===== src/rtl/mips_multicycle_controller.sv =====
// Multicycle MIPS control FSM: Moore-decoded datapath controls plus ALU decoder.
// Control outputs are registered alongside the state so every select is glitch-free.
module mips_multicycle_controller (
  input  logic       clk,
  input  logic       rst_n,
  input  logic [5:0] op,
  input  logic [5:0] funct,
  input  logic       zero,
  output logic       iord,
  output logic       memwrite,
  output logic       irwrite,
  output logic       regdst,
  output logic       memtoreg,
  output logic       regwrite,
  output logic       alusrca,
  output logic [1:0] alusrcb,
  output logic [1:0] pcsrc,
  output logic [2:0] alucontrol,
  output logic       pcen,
  output logic [3:0] state
);

  typedef enum logic [3:0] {
    FETCH   = 4'd0,  DECODE  = 4'd1,  MEMADR = 4'd2, MEMRD  = 4'd3,
    MEMWB   = 4'd4,  MEMWR   = 4'd5,  RTYPEEX = 4'd6, RTYPEWB = 4'd7,
    BEQEX   = 4'd8,  ADDIEX  = 4'd9,  ADDIWB = 4'd10, JEX    = 4'd11
  } state_t;

  typedef struct packed {
    logic       iord;
    logic       memwrite;
    logic       irwrite;
    logic       regdst;
    logic       memtoreg;
    logic       regwrite;
    logic       alusrca;
    logic [1:0] alusrcb;
    logic [1:0] pcsrc;
    logic [1:0] aluop;
    logic       branch;
    logic       pcwrite;
  } ctrl_t;

  state_t state_q, state_d;
  ctrl_t  ctrl_q;

  function automatic ctrl_t decode_state(input state_t s);
    ctrl_t c;
    c = '0;
    case (s)
      FETCH:   begin c.alusrcb = 2'b01; c.irwrite = 1'b1; c.pcwrite = 1'b1; end
      DECODE:  c.alusrcb = 2'b11;
      MEMADR:  begin c.alusrca = 1'b1; c.alusrcb = 2'b10; end
      MEMRD:   c.iord = 1'b1;
      MEMWB:   begin c.memtoreg = 1'b1; c.regwrite = 1'b1; end
      MEMWR:   begin c.iord = 1'b1; c.memwrite = 1'b1; end
      RTYPEEX: begin c.alusrca = 1'b1; c.aluop = 2'b10; end
      RTYPEWB: begin c.regdst = 1'b1; c.regwrite = 1'b1; end
      BEQEX:   begin c.alusrca = 1'b1; c.aluop = 2'b01; c.pcsrc = 2'b01; c.branch = 1'b1; end
      ADDIEX:  begin c.alusrca = 1'b1; c.alusrcb = 2'b10; end
      ADDIWB:  c.regwrite = 1'b1;
      JEX:     begin c.pcsrc = 2'b10; c.pcwrite = 1'b1; end
      default: c = '0;
    endcase
    return c;
  endfunction

  always_comb begin
    state_d = FETCH;
    case (state_q)
      FETCH:   state_d = DECODE;
      DECODE:
        case (op)
          6'b100011, 6'b101011: state_d = MEMADR;
          6'b000000:            state_d = RTYPEEX;
          6'b000100:            state_d = BEQEX;
          6'b001000:            state_d = ADDIEX;
          6'b000010:            state_d = JEX;
          default:              state_d = FETCH;
        endcase
      MEMADR:  state_d = (op == 6'b100011) ? MEMRD : MEMWR;
      MEMRD:   state_d = MEMWB;
      RTYPEEX: state_d = RTYPEWB;
      ADDIEX:  state_d = ADDIWB;
      default: state_d = FETCH;
    endcase
  end

  // Controls are decoded from the next state so the registered copy matches state_q.
  always_ff @(posedge clk or negedge rst_n) begin
    if (!rst_n) begin
      state_q <= FETCH;
      ctrl_q  <= decode_state(FETCH);
    end else begin
      state_q <= state_d;
      ctrl_q  <= decode_state(state_d);
    end
  end

  always_comb begin
    alucontrol = 3'b010;
    case (ctrl_q.aluop)
      2'b00: alucontrol = 3'b010;
      2'b01: alucontrol = 3'b110;
      2'b10:
        case (funct)
          6'b100000: alucontrol = 3'b010;
          6'b100010: alucontrol = 3'b110;
          6'b100100: alucontrol = 3'b000;
          6'b100101: alucontrol = 3'b001;
          6'b101010: alucontrol = 3'b111;
          default:   alucontrol = 3'b010;
        endcase
      default: alucontrol = 3'b010;
    endcase
  end

  assign iord     = ctrl_q.iord;
  assign memwrite = ctrl_q.memwrite;
  assign irwrite  = ctrl_q.irwrite;
  assign regdst   = ctrl_q.regdst;
  assign memtoreg = ctrl_q.memtoreg;
  assign regwrite = ctrl_q.regwrite;
  assign alusrca  = ctrl_q.alusrca;
  assign alusrcb  = ctrl_q.alusrcb;
  assign pcsrc    = ctrl_q.pcsrc;
  assign pcen     = ctrl_q.pcwrite | (ctrl_q.branch & zero);
  assign state    = state_q;

endmodule


===== config.mk =====
export PLATFORM = sky130hd
export DESIGN_NAME = mips_multicycle_controller
export DESIGN_NICKNAME = d
export VERILOG_FILES = /design/src/rtl/mips_multicycle_controller.sv
export SDC_FILE = /design/constraint.sdc
export NUM_CORES = 1
export LEC_CHECK = 0
export ABC_AREA = 1
export CORE_MARGIN = 3
export CORE_UTILIZATION = 44
export CTS_CLUSTER_SIZE = 24
export DETAILED_ROUTE_END_ITERATION = 6
export PLACE_DENSITY = 0.78
export SETUP_SLACK_MARGIN = 0.05
export SYNTH_ARGS = -nofsm -noshare
export SYNTH_HDL_FRONTEND = slang
export SYNTH_SLANG_ARGS = --single-unit

===== constraint.sdc =====
create_clock -name clk -period 1.68 [get_ports clk]
set_input_delay 0.252 -clock clk [delete_from_list [all_inputs] [get_ports clk]]
set_output_delay 0.252 -clock clk [all_outputs]
set_load 0.02 [all_outputs]

==> flow_summary.json <==
{
  "fp.coreArea_sq_um": 2040,
  "synth_top_family_by_area": "simple AND/OR/NAND/NOR gates",
  "vias": 932,
  "area_delta_synth_final_pct": 46.9,
  "path_clk_slew_ps": 100,
  "ys_async_sr_fraction": 1.00,
  "synth_edf_count": 0,
  "synth_xor_area_frac": 0,
  "finalCriticalPeriod_ps": 1670,
  "cts_buffer_depth": 2,
  "path_class": "in2out",
  "drt_iter0_drc": 25,
  "grt_pass1_wl_microns": 3460,
  "path_max_fanout": 2,
  "ys_top_cells_by_area": "dfrtp_1 38%, inv_1 9.6%, dfstp_2 8.0%, nand3_1 7.7%, nand2_1 6.9%",
  "drive_above_1_share": 0.234,
  "synth_warnings": 0,
  "cap_violations": 0,
  "clock_latency_ps": 290,
  "drv_slew": 0,
  "die_w_microns": 53.2,
  "cts-root-buf": "clkbuf_4",
  "avgRoutedWirePerCell_microns": 11.6,
  "p_leak_nw": 0.793,
  "setup_viol_count_final": 0,
  "ios": 34,
  "synth_compound_area_frac": 0.0548,
  "syn-num-nets": 143,
  "worst_ep_required_time_ps": 1430,
  "path_cells": "clkdlybuf4s50_1 -> nand2_1 -> inv_1 -> nand4_1 -> a211o_1 -> buf_6",
  "grt_pass1_vias": 841,
  "relSlewSlack": 0.835,
  "rsz0062_at_grt": "yes",
  "ys.flop_type": "dfrtp_1",
  "grt.total_usage": 0.169,
  "status": "finished, final reports clean",
  "wl_microns": 2240,
  "antennaDiodeCount": 0,
  "powerDensity_nw_per_um2": 1030,
  "numCtsBuffers": 3,
  "hold_viol": 0,
  "crit_slowest_cell": "clkdlybuf4s50_1",
  "synth-seq-cells": 18,
  "ys_seq_area_frac": 0.463,
  "worst_pin_slew_ps": 246,
  "fmax_ghz": 0.599,
  "ant_nets": 0,
  "synthMuxAreaShare": 0,
  "synthTopCellsByCount": "25 x inv_1, 18 x nand2_1, 16 x nor2_1",
  "cts_tree": "yes",
  "cts_htree_levels": 1,
  "place_congestion": 0.878,
  "syn_area_sq_um": 981,
  "syn_area_per_cell_sq_um": 7.79,
  "io_buffers": 33,
  "synth.top_cell.area_share": 0.383,
  "antenna_found_initial": 0,
  "synth_simple_gate_area_frac": 0.315,
  "p_total_mw": 1.49,
  "dieArea_sq_um": 2830,
  "hp-class": "in2async",
  "final_core_util": 0.706,
  "drc": 0,
  "worstPathArrival_ps": 1420,
  "start_util": 0.480,
  "vdd_drop_max_mv": 0.952,
  "nNetsFinal": 185,
  "crit_path_start_kind": "input port",
  "clock_sinks": 18,
  "dr.pass1.iters": 4,
  "post-dp-hpwl_microns": 1620,
  "fin_skew_ps": 1.52,
  "post-route-period-util": 0.993,
  "fin_worst_hold_slack_ps": 265,
  "grt_max_degree": 19,
  "synthAdderAreaFrac": 0.0255,
  "synth.most_common_cell": "inv_1",
  "vias_per_cell": 4.80,
  "die_h_microns": 53.2,
  "cp_slowest_stage_delay_ps": 450,
  "ys_types": 22,
  "netlist_instances": 126,
  "grt_overflow": 0,
  "endpoint_kind": "primary output",
  "fp-row-count": 16,
  "yosys.area.top_type": "dfrtp_1"
}
[state kept, by name (all words and copies together) (netlist names)]
name / count
alusrca: 1
alusrcb: 2
ctrl_q: 3
iord: 1
irwrite: 1
memtoreg: 1
memwrite: 1
pcsrc: 2
regdst: 1
regwrite: 1
state: 4
[power breakdown]
group | switching [mW] | internal, mW
Clock | 0.134 | 0.132
Sequential | 0.0415 | 0.542
Combinational | 0.361 | 0.280
[path summary, 6_finish.rpt]
check	depth (start not counted)	startpoint	endpoint	slack [ps]
min in group clk	2	state[2]	regdst	580
max	6	funct[5]	alucontrol[1]	10
max reg2reg	7	state[1]	alusrca	210
max in group asynchronous	2	rst_n	irwrite	1160
min reg2reg	2	state[2]	regdst	580
min	2	rst_n	pcsrc[1]	270
[what timing repair did]
item                       in CTS  in global routing
buffers inserted                1                  1
setup endpoints to repair       6                  7
pin swaps                       2                  3
hold buffers                    0                  0
resized for setup              17                 12
[metal layers]
metal  GRT usage  routed length [microns]
met3      0.0338                      165
met1       0.195                      900
met5           0                        0
met4      0.0723                       59
met2       0.298                     1120
[stage by stage]
stage | setup TNS, ps | cell area (sq um) | std cells | worst slack (ps)
2_1_floorplan | 0 | 981 | 126 | 296
4_1_cts | -5.93 | 1390 | 193 | -5.93
3_5_place_dp | -992 | 1360 | 188 | -333
6_report | 0 | 1440 | 194 | 11.8
5_1_grt | -23.8 | 1440 | 194 | -23.8
3_3_place_gp | -825 | 1360 | 188 | -271
[worst max-delay path: cells and delay by family]
family	cells	cell delay, ps
and+or+nand+nor	2	200
buffers and inverters	3	650
AOI/OAI and AO/OA	1	310
[cells in the final DEF (no fill, tap or decap), types with 3 or more instances in the layout]
master / Yosys / routed
inv_1: 25 / 24
clkdlybuf4s50_1: 0 / 24
nand2_1: 18 / 18
nor2_1: 16 / 16
dfrtp_1: 15 / 15
nand3_1: 15 / 14
buf_4: 4 / 9
nor2_2: 6 / 6
inv_2: 4 / 5
nand2_2: 3 / 3
nand4_1: 3 / 3
dfstp_2: 3 / 3
clkbuf_4: 0 / 3
dlygate4sd2_1: 0 / 3
dlymetal6s2s_1: 0 / 3
[kinds of logic after synthesis]
logic type	count (synthesis)
buf+inv	33
flops	18
compound gates	8
simple gates	65
fa+ha+maj	2
[layout make-up]
cell class                 count  area, sq um
tap                           27         33.8
multi-input combinational     75          414
clock buffer                   4         36.3
sequential                    18          454
timing repair buffer          41          394
fill                         169          601
inverter                      29          109
Note: power is estimated with default switching activity, not from simulation.
